### config.mk
export PLATFORM = sky130hd
export DESIGN_NAME = fifo_wr_arbiter
export DESIGN_NICKNAME = d
export VERILOG_FILES = /design/src/rtl/fifo_wr_arbiter.sv
export SDC_FILE = /design/constraint.sdc
export NUM_CORES = 1
export LEC_CHECK = 0
export BUFFER_PORTS_ARGS = -buffer_cell sky130_fd_sc_hd__buf_4
export CAP_MARGIN = 20
export CORE_ASPECT_RATIO = 0.6
export CORE_MARGIN = 2
export CORE_UTILIZATION = 30
export CTS_CLUSTER_DIAMETER = 60
export DETAILED_ROUTE_END_ITERATION = 8
export PLACE_DENSITY = 0.56
export SETUP_SLACK_MARGIN = 0.2
export SLEW_MARGIN = 40
export SYNTH_ARGS = -nofsm -noshare
export SYNTH_HDL_FRONTEND = slang
export SYNTH_SLANG_ARGS = --single-unit
### constraint.sdc
create_clock -name i_clk -period 4.1 [get_ports i_clk]
set_input_delay 0 -clock i_clk [delete_from_list [all_inputs] [get_ports i_clk]]
set_output_delay 0 -clock i_clk [all_outputs]
set_load 0.02 [all_outputs]
### src/rtl/fifo_wr_arbiter.sv
// Round-robin arbiter sharing one FIFO write port among NUM_REQ valid/ready producers.
// The winning word is staged one cycle; a credit counter keeps the FIFO from overflowing.
module fifo_wr_arbiter #(
  parameter int NUM_REQ    = 4,
  parameter int DATA_W     = 8,
  parameter int FIFO_DEPTH = 16,
  parameter int LVL_W      = 5
) (
  input  logic                         i_clk,
  input  logic                         i_rst_n,
  input  logic [NUM_REQ-1:0]           i_req_valid,
  input  logic [NUM_REQ*DATA_W-1:0]    i_req_data,
  output logic [NUM_REQ-1:0]           o_req_ready,
  input  logic                         i_fifo_rd_en,
  output logic                         o_fifo_wr_en,
  output logic [DATA_W-1:0]            o_fifo_wr_data,
  output logic [$clog2(NUM_REQ)-1:0]   o_wr_src,
  output logic [LVL_W-1:0]             o_level,
  output logic                         o_full
);

  localparam int                SRC_W    = $clog2(NUM_REQ);
  localparam logic [LVL_W-1:0]  DEPTH_L  = LVL_W'(FIFO_DEPTH);
  localparam logic [SRC_W-1:0]  LAST_SRC = SRC_W'(NUM_REQ - 1);

  logic [SRC_W-1:0]   r_rr_ptr;
  logic [LVL_W-1:0]   r_level;
  logic               r_wr_en;
  logic [DATA_W-1:0]  r_wr_data;
  logic [SRC_W-1:0]   r_wr_src;

  logic               w_found;
  logic [SRC_W-1:0]   w_winner;
  logic [NUM_REQ-1:0] w_ready;
  logic               w_accept;
  logic [LVL_W-1:0]   w_stored;
  logic               w_dec;
  logic [LVL_W-1:0]   w_level_nxt;
  logic [SRC_W-1:0]   w_ptr_nxt;
  logic [DATA_W-1:0]  w_win_data;

  // Rotating-priority scan: first valid producer at or after r_rr_ptr, wrapping.
  always_comb begin
    int idx;
    w_found  = 1'b0;
    w_winner = r_rr_ptr;
    idx      = 0;
    for (int i = 0; i < NUM_REQ; i++) begin
      idx = int'(r_rr_ptr) + i;
      if (idx >= NUM_REQ) begin
        idx = idx - NUM_REQ;
      end else begin
        idx = idx;
      end
      if (!w_found && i_req_valid[idx]) begin
        w_found  = 1'b1;
        w_winner = SRC_W'(idx);
      end else begin
        w_found  = w_found;
      end
    end
  end

  // Ready is driven from the registered level only, so a freed slot is grantable next cycle.
  always_comb begin
    w_ready = '0;
    if (i_rst_n && w_found && (r_level < DEPTH_L)) begin
      w_ready[w_winner] = 1'b1;
    end else begin
      w_ready = '0;
    end
  end

  assign w_accept   = |(w_ready & i_req_valid);
  assign w_win_data = i_req_data[int'(w_winner)*DATA_W +: DATA_W];
  // The staged word is credited but not yet in the FIFO, so it cannot be read out.
  assign w_stored   = r_level - LVL_W'(r_wr_en);
  assign w_dec      = i_fifo_rd_en & (w_stored != '0);

  // Next credit level and next round-robin pointer.
  always_comb begin
    case ({w_accept, w_dec})
      2'b10:   w_level_nxt = r_level + LVL_W'(1);
      2'b01:   w_level_nxt = r_level - LVL_W'(1);
      default: w_level_nxt = r_level;
    endcase
    if (w_accept) begin
      w_ptr_nxt = (w_winner == LAST_SRC) ? '0 : w_winner + SRC_W'(1);
    end else begin
      w_ptr_nxt = r_rr_ptr;
    end
  end

  // State: pointer, credit level and the registered write stage.
  always_ff @(posedge i_clk or negedge i_rst_n) begin
    if (!i_rst_n) begin
      r_rr_ptr  <= '0;
      r_level   <= '0;
      r_wr_en   <= 1'b0;
      r_wr_data <= '0;
      r_wr_src  <= '0;
    end else begin
      r_rr_ptr  <= w_ptr_nxt;
      r_level   <= w_level_nxt;
      r_wr_en   <= w_accept;
      if (w_accept) begin
        r_wr_data <= w_win_data;
        r_wr_src  <= w_winner;
      end
    end
  end

  assign o_req_ready    = w_ready;
  assign o_fifo_wr_en   = r_wr_en;
  assign o_fifo_wr_data = r_wr_data;
  assign o_wr_src       = r_wr_src;
  assign o_level        = r_level;
  assign o_full         = (r_level == DEPTH_L);

endmodule

==> flow_metrics.env, run 1 <==
export IMPL_start_util_pct=31.64
export IMPL_cts_setup_buffers=0
export IMPL_final_max_slew_violation_count=0
export IMPL_synthTopCellsByCount="18 x dfrtp_1, 11 x inv_1, 11 x o21ai_0"
export IMPL_yosysSeqAreaShare_pct=34.35
export IMPL_hold_depth=3
export IMPL_die_y_um=55.21
export IMPL_setup_tns_ns=0
export IMPL_synth_enable_flop_cells=0
export IMPL_rr_worst_depth=14
export IMPL_grt_pass1_vias=1177
export IMPL_pwr_density_cell_mw_per_mm2=700.0
export IMPL_top_layer_used="met4"
export IMPL_grt_usage_pct=15.83
export IMPL_syn_inst=135
export IMPL_synth_top_area_cell="dfrtp_1"
export IMPL_rsz0062_at_grt="false"
export IMPL_dp_cells=248
export IMPL_finalCriticalPeriod_ns=3.388
export IMPL_hold_viol=0
export IMPL_yosys_register_bits=18
export IMPL_syn_area_per_cell_um2=9.713
export IMPL_min_to="o_fifo_wr_data[2]$_DFFE_PN0P_"
export IMPL_fill_cells=403
export IMPL_wl_per_cell_um=14.73
export IMPL_synth_warnings=0
export IMPL_fin_skew_ns=0.003667
export IMPL_path_clk_slew_ns=0.07
export IMPL_dr_pass1_iters=4
export IMPL_stdcell_count=253
export IMPL_place_hpwl_um=2941
export IMPL_grt_overflow=0
export IMPL_rows=18
export IMPL_fin_nets=240
export IMPL_netlist_area_mm2=0.001311
export IMPL_vias=1187
export IMPL_outcome="finished, final reports clean"
export IMPL_grt_pass1_wl_um=6051
export IMPL_syn_num_nets=181
export IMPL_synthArstFlopShare_pct=100.0
export IMPL_portBuffers=59
export IMPL_start_kind="flip-flop"
export IMPL_synth_distinct_cells=39
export IMPL_io_pin_count=60
export IMPL_yosysMostFrequentCell="dfrtp_1"
export IMPL_antennaDiodeCount=0
export IMPL_critPathRequiredTime_ns=4.25
export IMPL_cts_sinks=18
export IMPL_r2r_end="o_level[4]$_DFFE_PN0P_"
export IMPL_grt_max_degree=20
export IMPL_fmax_mhz=295.2
export IMPL_met2_length_um=1669
export IMPL_arrival_ns=3.53
export IMPL_core_area_mm2=0.004144
export IMPL_viasPerCell=4.692
export IMPL_p_leak_nw=0.9022
export IMPL_ff2ff_setup_slack_ns=0.71
export IMPL_synth_area_leaders="dfrtp_1 34%, mux2i_1 6.1%, ha_1 5.7%"
export IMPL_peakVddDrop_mv=0.2457
export IMPL_antenna_found_initial=0
export IMPL_post_route_period_util_pct=82.63
export IMPL_die_x_um=89.35
export IMPL_tightest_slew_ns=0.5431
export IMPL_gp_congestion=0.8856
export IMPL_cts_inserted_buffers=3
export IMPL_ant_nets=0
export IMPL_slew_headroom_pct=63.79
export IMPL_htreeDepth=1
export IMPL_area_growth_pct=42.75
export IMPL_cp_max_fo=17
export IMPL_cts_tree="yes"
export IMPL_finalSetupViolations=0
export IMPL_r2r_start="r_rr_ptr[1]$_DFFE_PN0P_"
export IMPL_critPathKind="flip-flop to flip-flop"
export IMPL_drive_gt1_share_pct=37.82
export IMPL_drtIter0Drc=39
export IMPL_met1_length_um=1838
export IMPL_hp_class="primary input to flip-flop"
export IMPL_synth_main_ff_cell="dfrtp_1"
export IMPL_crit_path_end_kind="flip-flop"
export IMPL_yosys_area_top_type_share_pct=34.35
export IMPL_drc=0
export IMPL_cts_root_buffer="clkbuf_8"
export IMPL_finalWirelength_um=3727
export IMPL_clockBufferDepth=2
export IMPL_drv_cap=0
export IMPL_insertion_delay_ns=0.26
export IMPL_final_core_util_pct=45.17
export IMPL_dieArea_mm2=0.004933
export IMPL_hp_start="i_req_data[10]"
export IMPL_wl_met3_um=208
[where the power goes]
group	switching (mW)	internal (mW)	total (mW)
Clock	0.0640	0.0855	0.149
Sequential	0.0866	0.268	0.355
Combinational	0.427	0.379	0.806
Total	0.577	0.733	1.31
[state kept, by name (all words and copies together), names as in the netlist]
| signal | flops |
|---|---|
| o_fifo_wr_en | 1 |
| r_rr_ptr | 2 |
| o_fifo_wr_data | 8 |
| o_wr_src | 2 |
| o_level | 5 |
[placed cells by master (no fill, tap or decap), types with 5 or more instances in the layout]
cell type,instances
o221ai_1,8
o21ai_0,11
dfrtp_1,18
mux2i_1,8
buf_4,61
nor3b_1,8
ha_1,6
inv_1,11
nor2b_1,5
o21a_1,9
[worst max-delay path, cell delays in order, from the launching register on]
cell,delay (ns)
dfrtp_1,0.44
and3b_1,0.24
nor4_4,0.20
buf_4,0.24
or2_1,0.16
ha_1,0.17
nand2_1,0.09
a31o_4,0.27
ha_1,0.28
fa_1,0.44
a21o_1,0.19
a21oi_1,0.18
xor2_1,0.15
nor2_1,0.06
xor2_1,0.14
[cells by family (layout without fill, tap and decap cells)]
| family | after synthesis | count (layout) | synth area share [%] |
|---|---|---|---|
| xor+xnor | 6 | 6 | 4.008 |
| mux | 11 | 11 | 8.969 |
| fa+ha+maj | 7 | 7 | 7.252 |
| buf+inv | 20 | 78 | 6.774 |
| simple gates | 33 | 33 | 16.70 |
| flops | 18 | 18 | 34.35 |
| compound gates | 40 | 40 | 21.95 |
[how the worst max path moves through the flow]
stage | from | to | slack (ns)
after floorplan | r_rr_ptr[1]$_DFFE_PN0P_ | o_level[4]$_DFFE_PN0P_ | 0.66
after global placement | r_rr_ptr[1]$_DFFE_PN0P_ | o_level[4]$_DFFE_PN0P_ | 0.90
after detailed placement | r_rr_ptr[0]$_DFFE_PN0P_ | o_level[4]$_DFFE_PN0P_ | 0.75
after CTS | r_rr_ptr[0]$_DFFE_PN0P_ | o_level[4]$_DFFE_PN0P_ | 0.73
after global routing | r_rr_ptr[0]$_DFFE_PN0P_ | o_level[4]$_DFFE_PN0P_ | 0.48
final | r_rr_ptr[1]$_DFFE_PN0P_ | o_level[4]$_DFFE_PN0P_ | 0.71
[through the flow]
step           hold slack (ns)  cell area [um^2]  power, mW  setup slack (ns)
3_5_place_dp           -0.1076              1800      1.161            0.7485
5_1_grt                0.05269              1872      1.421            0.4788
4_1_cts                0.04159              1866      1.317            0.7321
6_report               0.04763              1872      1.310            0.7122
3_3_place_gp           -0.1084              1800      1.142            0.9003
2_1_floorplan          -0.2956              1311     0.8865            0.6645
[metal layers]
metal  vias to the layer above  track usage [%]
li1                        603                -
met1                       541            23.63
met3                         3            4.783
met4                         0            4.264
met5                         -                0
met2                        40            22.01
[repair_timing]
action                                 4_1_cts  5_1_grt
setup endpoints to repair                    0        0
hold buffers                                 1        0
endpoints found under the hold margin       18        0
gates resized for setup                      0        0
[cell type report]
class	instances	area [um^2]	share of cell area (%)
sequential	18	450.4	24.06
multi-input combinational	97	778.2	41.58
tap	60	75.07	4.011
inverter	12	45.04	2.406
clock buffer	4	55.05	2.941
timing repair buffer	62	467.9	25.00
Power figures use the tool's default switching activity.
==> run 2: changes to the inputs <==
- ABC_AREA: not set -> 1
- PLACE_DENSITY: 0.56 -> 0.55
- clock period: 4.1 -> 3.1 ns (I/O delays scaled with it)
==> run 2 against run 1 <==
Against the previous run:
- the flow now finishes with violations (negative setup slack)
- setup slack worse by 0.78 ns
- combinational power rose to 4.1 times the previous value
- cell area up 51%
- hold slack better by 0.089 ns
- first-iteration DRC count rose to 2.5 times the previous value
- maximum frequency up 6.8%
- non-clock buffer count up 38
- critical path type unchanged
- critical endpoint unchanged
- highest routed layer unchanged
==> flow_metrics.env, run 2 <==
export IMPL_grt_overflow=0
export IMPL_cts_sinks=18
export IMPL_arrival_ns=3.32
export IMPL_ant_nets=0
export IMPL_largest_reg_flops=8
export IMPL_dp_cells=419
export IMPL_hold_viol=0
export IMPL_synth_distinct_cells=29
export IMPL_synth_enable_flop_cells=0
export IMPL_drive_gt1_share_pct=48.77
export IMPL_viasPerCell=4.578
export IMPL_dr_pass1_iters=4
export IMPL_crit_path_end_kind="flip-flop"
export IMPL_p_sw_share_pct=51.89
export IMPL_fmax_mhz=315.3
export IMPL_synth_main_ff_cell="dfrtp_1"
export IMPL_hp_class="primary input to flip-flop"
export IMPL_post_route_cell_area_mm2=0.002820
export IMPL_syn_num_nets=316
export IMPL_cts_root_buffer="clkbuf_8"
export IMPL_multi_input_area_mm2=0.001321
export IMPL_netlist_area_mm2=0.001814
export IMPL_syn_area_per_cell_um2=6.719
export IMPL_setup_ws_ns=-0.07208
export IMPL_antenna_found_initial=0
export IMPL_place_area_mm2=0.002484
export IMPL_grt_usage_pct=16.63
export IMPL_grt_busiest_layer="met1"
export IMPL_yosysSeqAreaShare_pct=24.83
export IMPL_path_clk_slew_ns=0.07
export IMPL_htreeDepth=1
export IMPL_synth_area_leaders="dfrtp_1 25%, nand2_1 23%, nand2_2 8.6%"
export IMPL_fill_cells=591
export IMPL_drv_cap=0
export IMPL_gp_congestion=0.8268
export IMPL_pwr_share_comb_pct=82.6
export IMPL_finalWirelength_um=5545
export IMPL_finalCriticalPeriod_ns=3.172
export IMPL_syn_inst=270
export IMPL_yosys_area_top_type_share_pct=24.83
export IMPL_critPathKind="flip-flop to flip-flop"
export IMPL_grtUsageMet3_pct=3.980
export IMPL_cp_max_fo=5
export IMPL_rows=21
export IMPL_cts_inserted_buffers=3
export IMPL_outcome="finished with violations"
export IMPL_core_area_mm2=0.005702
export IMPL_final_max_slew_violation_count=0
export IMPL_drc=0
export IMPL_setup_tns_ns=-0.1162
export IMPL_use_met1_pct=25.08
export IMPL_tightest_slew_ns=0.3385
export IMPL_power_switching_mw=2.068
export IMPL_rsz0062_at_grt="true"
export IMPL_start_util_pct=31.82
export IMPL_wl_per_cell_um=12.46
export IMPL_synth_warnings=0
export IMPL_stdcell_count=445
export IMPL_clockPowerShare_pct=4.9
export IMPL_final_core_util_pct=49.46
export IMPL_synth_top_area_cell="dfrtp_1"
export IMPL_dieArea_mm2=0.006706
export IMPL_drtIter0Drc=98
export IMPL_synthArstFlopShare_pct=100.0
export IMPL_p_leak_nw=1.540
export IMPL_fin_skew_ns=0.008605
export IMPL_grt_max_degree=20
export IMPL_yosysMostFrequentCell="nand2_1"
export IMPL_synthTopCellsByCount="109 x nand2_1, 31 x nand3_1, 25 x nand2_2"
export IMPL_fin_nets=412
export IMPL_die_y_um=64.24
export IMPL_clockBufferDepth=2
export IMPL_seqPwrFrac_pct=12.5
export IMPL_cellInternalPower_mw=1.917
export IMPL_area_growth_pct=55.45
export IMPL_violations="negative setup slack"
export IMPL_grt_pass1_vias=1877
export IMPL_post_route_period_util_pct=102.3
export IMPL_die_x_um=104.4
export IMPL_place_hpwl_um=4065
export IMPL_peakVddDrop_mv=0.5471
export IMPL_slew_headroom_pct=77.43
export IMPL_portBuffers=59
export IMPL_pwr_density_cell_mw_per_mm2=1413
export IMPL_yosys_register_bits=18
export IMPL_met2_usage_pct=24.51
export IMPL_io_pin_count=60
export IMPL_hold_ws_ns=0.1368
export IMPL_layout_common_cells="96 x nand2_1, 93 x buf_4, 35 x nand2_2"
export IMPL_grt_pass1_wl_um=8956
export IMPL_critPathRequiredTime_ns=3.25
export IMPL_ff2ff_setup_slack_ns=-0.07
export IMPL_layout_commonest_cell="nand2_1"
export IMPL_antennaDiodeCount=0
export IMPL_finalSetupViolations=2
export IMPL_vias=2037
export IMPL_cts_tree="yes"
export IMPL_start_kind="flip-flop"
export IMPL_final_seq_area_um2=452.9
export IMPL_insertion_delay_ns=0.26
==> run 2: cell count changes after synthesis, sizes merged, moves of 8 or more <==
cell,before,now
inv,12,25
mux2i,8,0
nand2,4,139
nand3,0,32
nor3b,8,0
o21a,9,0
o221ai,8,0
==> run 2: path summary, 6_finish.rpt <==
kind,end,cells past startpoint,startpoint
max,o_level[4]$_DFFE_PN0P_,23,r_rr_ptr[0]$_DFFE_PN0P_
min,o_fifo_wr_data[4]$_DFFE_PN0P_,7,i_req_data[28]
max reg2reg,o_level[4]$_DFFE_PN0P_,23,r_rr_ptr[0]$_DFFE_PN0P_
min reg2reg,o_fifo_wr_data[3]$_DFFE_PN0P_,2,o_fifo_wr_data[3]$_DFFE_PN0P_
max in group asynchronous,r_rr_ptr[0]$_DFFE_PN0P_,2,i_rst_n
min in group asynchronous,o_fifo_wr_data[4]$_DFFE_PN0P_,2,i_rst_n
==> run 2: logic make-up (layout without fill, tap and decap cells) <==
| logic type | after synthesis | in the layout | share of synthesized area [%] |
|---|---|---|---|
| DFF | 18 | 18 | 24.83 |
| and+or+nand+nor | 184 | 184 | 50.97 |
| xor gates and xnor gates | 3 | 3 | 1.449 |
| AOI/OAI and AO/OA | 23 | 23 | 6.828 |
| buffers and inverters | 35 | 130 | 10.69 |
| adders and majority gates | 7 | 7 | 5.241 |
==> run 2: cell type report <==
class,instances,area share (%)
inverter,25,3.505
timing repair inverter,1,0.2662
sequential,18,16.06
clock buffer,4,1.952
tap,80,3.549
timing repair buffer,100,27.82
multi-input combinational,217,46.85
==> run 2: worst max-delay path: stages, from the launching register on <==
cell and delay (ns):
dfrtp_2 0.45, clkinvlp_4 0.18, nand2_2 0.10, nand2_2 0.07, nand2_2 0.08, nand2_4 0.08, nor2_4 0.17, nand3_2 0.12
buf_4 0.15, nand2_1 0.06, nand2_1 0.06, nand2_2 0.07, nand2_1 0.10, nand2_4 0.11, nor2_8 0.05, ha_4 0.18
fa_2 0.38, a21oi_2 0.12, nor2_1 0.04, nor2_1 0.08, inv_1 0.06, a21oi_1 0.11, o21ai_1 0.09, xor2_1 0.14
==> run 2: timing repair <==
| item | 4_1_cts | 5_1_grt |
|---|---|---|
| hold buffers | 1 | 0 |
| endpoints found under the setup margin | 3 | 4 |
| cloned | 1 | 0 |
| hold endpoints to repair | 18 | 0 |
| gates resized for setup | 18 | 11 |
| pin swaps | 11 | 13 |
| setup buffers | 15 | 5 |
==> run 2: per-stage QoR <==
stage	total power, mW	setup slack, ns
after floorplan	2.576	-0.2753
after global placement	3.282	-0.01918
after CTS	3.807	0.01272
after global routing	4.363	-0.2389
after detailed placement	3.271	-0.05932
final	3.985	-0.07208
==> run 2: power by group through the flow <==
| stage | registers [mW] | logic, mW | clock network (mW) |
|---|---|---|---|
| global route | 0.518 | 3.63 | 0.212 |
| floorplan | 0.565 | 2.01 | 0 |
| detailed placement | 0.484 | 2.79 | 0 |
| global placement | 0.484 | 2.80 | 0 |
| finish | 0.497 | 3.29 | 0.195 |
| CTS | 0.498 | 3.11 | 0.201 |
==> run 2: per-layer routing <==
metal  part of all wire, %  vias up
met4                  0.60        0
met3                   6.2        6
met1                    52      916
li1                      -     1047
met5                     0        -
met2                    42       68
==> run 3: changes to the inputs <==
- TNS_END_PERCENT: not set -> 30
==> run 3 against run 2 <==
Against the previous run:
- the flow now finishes without violations
- flip-flop and latch count unchanged
- power down 6.6%
- cell count down 1.3%
- sequential power fell by 4.2%
- non-clock buffer count decreased by 5
- cell area is 4.4% lower
- first-iteration DRC count is 44% higher
- maximum frequency up 2.4%
- register-to-register slack gained 0.07 ns
- global-route usage increased by 0.30 points
==> flow_metrics.env, run 3 (synthesis results as in run 2) <==
export IMPL_outcome="finished, final reports clean"
export IMPL_vias=2008
export IMPL_dieArea_mm2=0.006706
export IMPL_crit_slowest_cell="dfrtp_2"
export IMPL_finalCriticalPeriod_ns=3.098
export IMPL_fin_skew_ns=0.005602
export IMPL_p_leak_nw=1.501
export IMPL_final_max_slew_violation_count=0
export IMPL_clockBufferDepth=2
export IMPL_peakVddDrop_mv=0.4701
export IMPL_grt_pass1_vias=1893
export IMPL_cts_inserted_buffers=3
export IMPL_slew_headroom_pct=82.72
export IMPL_fmax_mhz=322.8
export IMPL_cts_root_buffer="clkbuf_8"
export IMPL_portBuffers=59
export IMPL_grt_max_degree=20
export IMPL_largest_reg_flops=8
export IMPL_crit_path_end_kind="flip-flop"
export IMPL_drive_gt1_share_pct=43.73
export IMPL_max_stage_delay_ns=0.45
export IMPL_viasPerCell=4.574
export IMPL_r2r_start="r_rr_ptr[0]$_DFFE_PN0P_"
export IMPL_critPathRequiredTime_ns=3.24
export IMPL_cp_max_fo=6
export IMPL_hold_viol=0
export IMPL_dp_slack_ns=0.002727
export IMPL_grt_overflow=0
export IMPL_setup_tns_ns=0
export IMPL_place_area_mm2=0.002564
export IMPL_tightest_slew_ns=0.2593
export IMPL_gp_congestion=0.8832
export IMPL_rr_worst_depth=25
export IMPL_place_hpwl_um=4336
export IMPL_grt_usage_pct=16.94
export IMPL_critPathKind="flip-flop to flip-flop"
export IMPL_critPathTopFamily="simple AND/OR/NAND/NOR gates"
export IMPL_crit_buf_inv=3
export IMPL_cp_endpoint="o_level[4]$_DFFE_PN0P_"
export IMPL_die_y_um=64.24
export IMPL_antennaDiodeCount=0
export IMPL_post_route_cell_area_mm2=0.002696
export IMPL_wl_per_cell_um=12.31
export IMPL_fin_nets=406
export IMPL_io_pin_count=60
export IMPL_post_route_period_util_pct=99.93
export IMPL_rsz0062_at_grt="true"
export IMPL_rows=21
export IMPL_cp_num_cells=25
export IMPL_cts_sinks=18
export IMPL_insertion_delay_ns=0.26
export IMPL_layout_commonest_cell="nand2_1"
export IMPL_drtIter0Drc=141
export IMPL_pwr_density_cell_mw_per_mm2=1380
export IMPL_path_clk_slew_ns=0.07
export IMPL_stdcell_count=439
export IMPL_htreeDepth=1
export IMPL_drv_cap=0
export IMPL_ant_nets=0
export IMPL_start_util_pct=31.82
export IMPL_start_kind="flip-flop"
export IMPL_total_power_mw=3.722
export IMPL_drc=0
export IMPL_r2r_end="o_level[4]$_DFFE_PN0P_"
export IMPL_dp_cells=430
export IMPL_dr_pass1_iters=4
export IMPL_ff2ff_setup_slack_ns=0.002
export IMPL_core_area_mm2=0.005702
export IMPL_finalSetupViolations=0
export IMPL_layout_common_cells="105 x nand2_1, 92 x buf_4, 26 x nand2_2, 26 x nand3_1, 20 x inv_1"
export IMPL_die_x_um=104.4
export IMPL_setup_ws_ns=0.002063
export IMPL_cpMostUsedCell="nand2_2"
export IMPL_antenna_found_initial=0
export IMPL_area_growth_pct=48.62
export IMPL_finalWirelength_um=5403
export IMPL_final_core_util_pct=47.29
export IMPL_arrival_ns=3.24
export IMPL_grt_pass1_wl_um=9177
export IMPL_startpoint="r_rr_ptr[0]$_DFFE_PN0P_"
export IMPL_hold_ws_ns=0.1395
export IMPL_hp_class="primary input to flip-flop"
export IMPL_cts_tree="yes"
[run 3: cell count changes in the layout (fill, tap and decap cells not counted), sizes merged]
cell,previous run,this run
buf,99,94
clkinv,0,1
clkinvlp,1,0
inv,25,24
[run 3: worst min-delay path by stage]
| stage | endpoint | cells past startpoint | start |
|---|---|---|---|
| 3_5_place_dp | o_fifo_wr_data[5]$_DFFE_PN0P_ | 1 | i_rst_n |
| 4_1_cts | o_fifo_wr_data[4]$_DFFE_PN0P_ | 7 | i_req_data[28] |
| 5_1_grt | o_level[3]$_DFFE_PN0P_ | 2 | i_rst_n |
| 2_1_floorplan | o_fifo_wr_data[0]$_DFFE_PN0P_ | 0 | i_rst_n |
| 3_3_place_gp | o_fifo_wr_data[5]$_DFFE_PN0P_ | 1 | i_rst_n |
| 6_report | o_fifo_wr_data[4]$_DFFE_PN0P_ | 7 | i_req_data[28] |
[run 3: power by group]
part	leakage (nW)	internal, mW	switching [mW]
registers	0.221	0.365	0.111
clock network	0.0288	0.113	0.0837
logic	1.25	1.27	1.78
[run 3: layer usage]
metal  GRT usage (%)  up-vias  wire length, um
met5               0        -                0
met4           2.027        0               12
met3           3.878        2              346
met2           25.16       54             2224
met1           25.37      913             2819
li1                -     1039                -
[run 3: worst reg2reg max path, cell delays in order, from the launching register on]
cell	delay (ns)
dfrtp_2	0.45
buf_6	0.15
nand2_2	0.06
nand2_2	0.09
nand2_2	0.10
nand2_4	0.08
nand2_2	0.08
nand2_1	0.07
nand3_2	0.08
nand3_2	0.11
nand2_4	0.08
ha_4	0.12
inv_2	0.03
nor2_4	0.08
nand2_2	0.08
nand2_4	0.09
nor2_8	0.05
ha_4	0.17
fa_2	0.37
a21oi_2	0.12
nor2_1	0.05
nor2_1	0.08
inv_1	0.05
a21oi_1	0.11
o21ai_1	0.09
xor2_1	0.15
[run 3: layout make-up]
cell class,count,area [um^2]
clock buffers,4,55.05
flip-flops and latches,18,452.9
fillers,598,3005
repair buffers,95,716.9
well taps,80,100.1
inverters,25,101.3
multi-input cells,217,1270
[run 3: timing repair]
item,CTS,global route
gates cloned,0,1
setup endpoints to repair,2,3
pin swaps,2,2
endpoints found under the hold margin,18,0
hold buffers,1,0
resized for setup,5,7
setup buffers,3,0
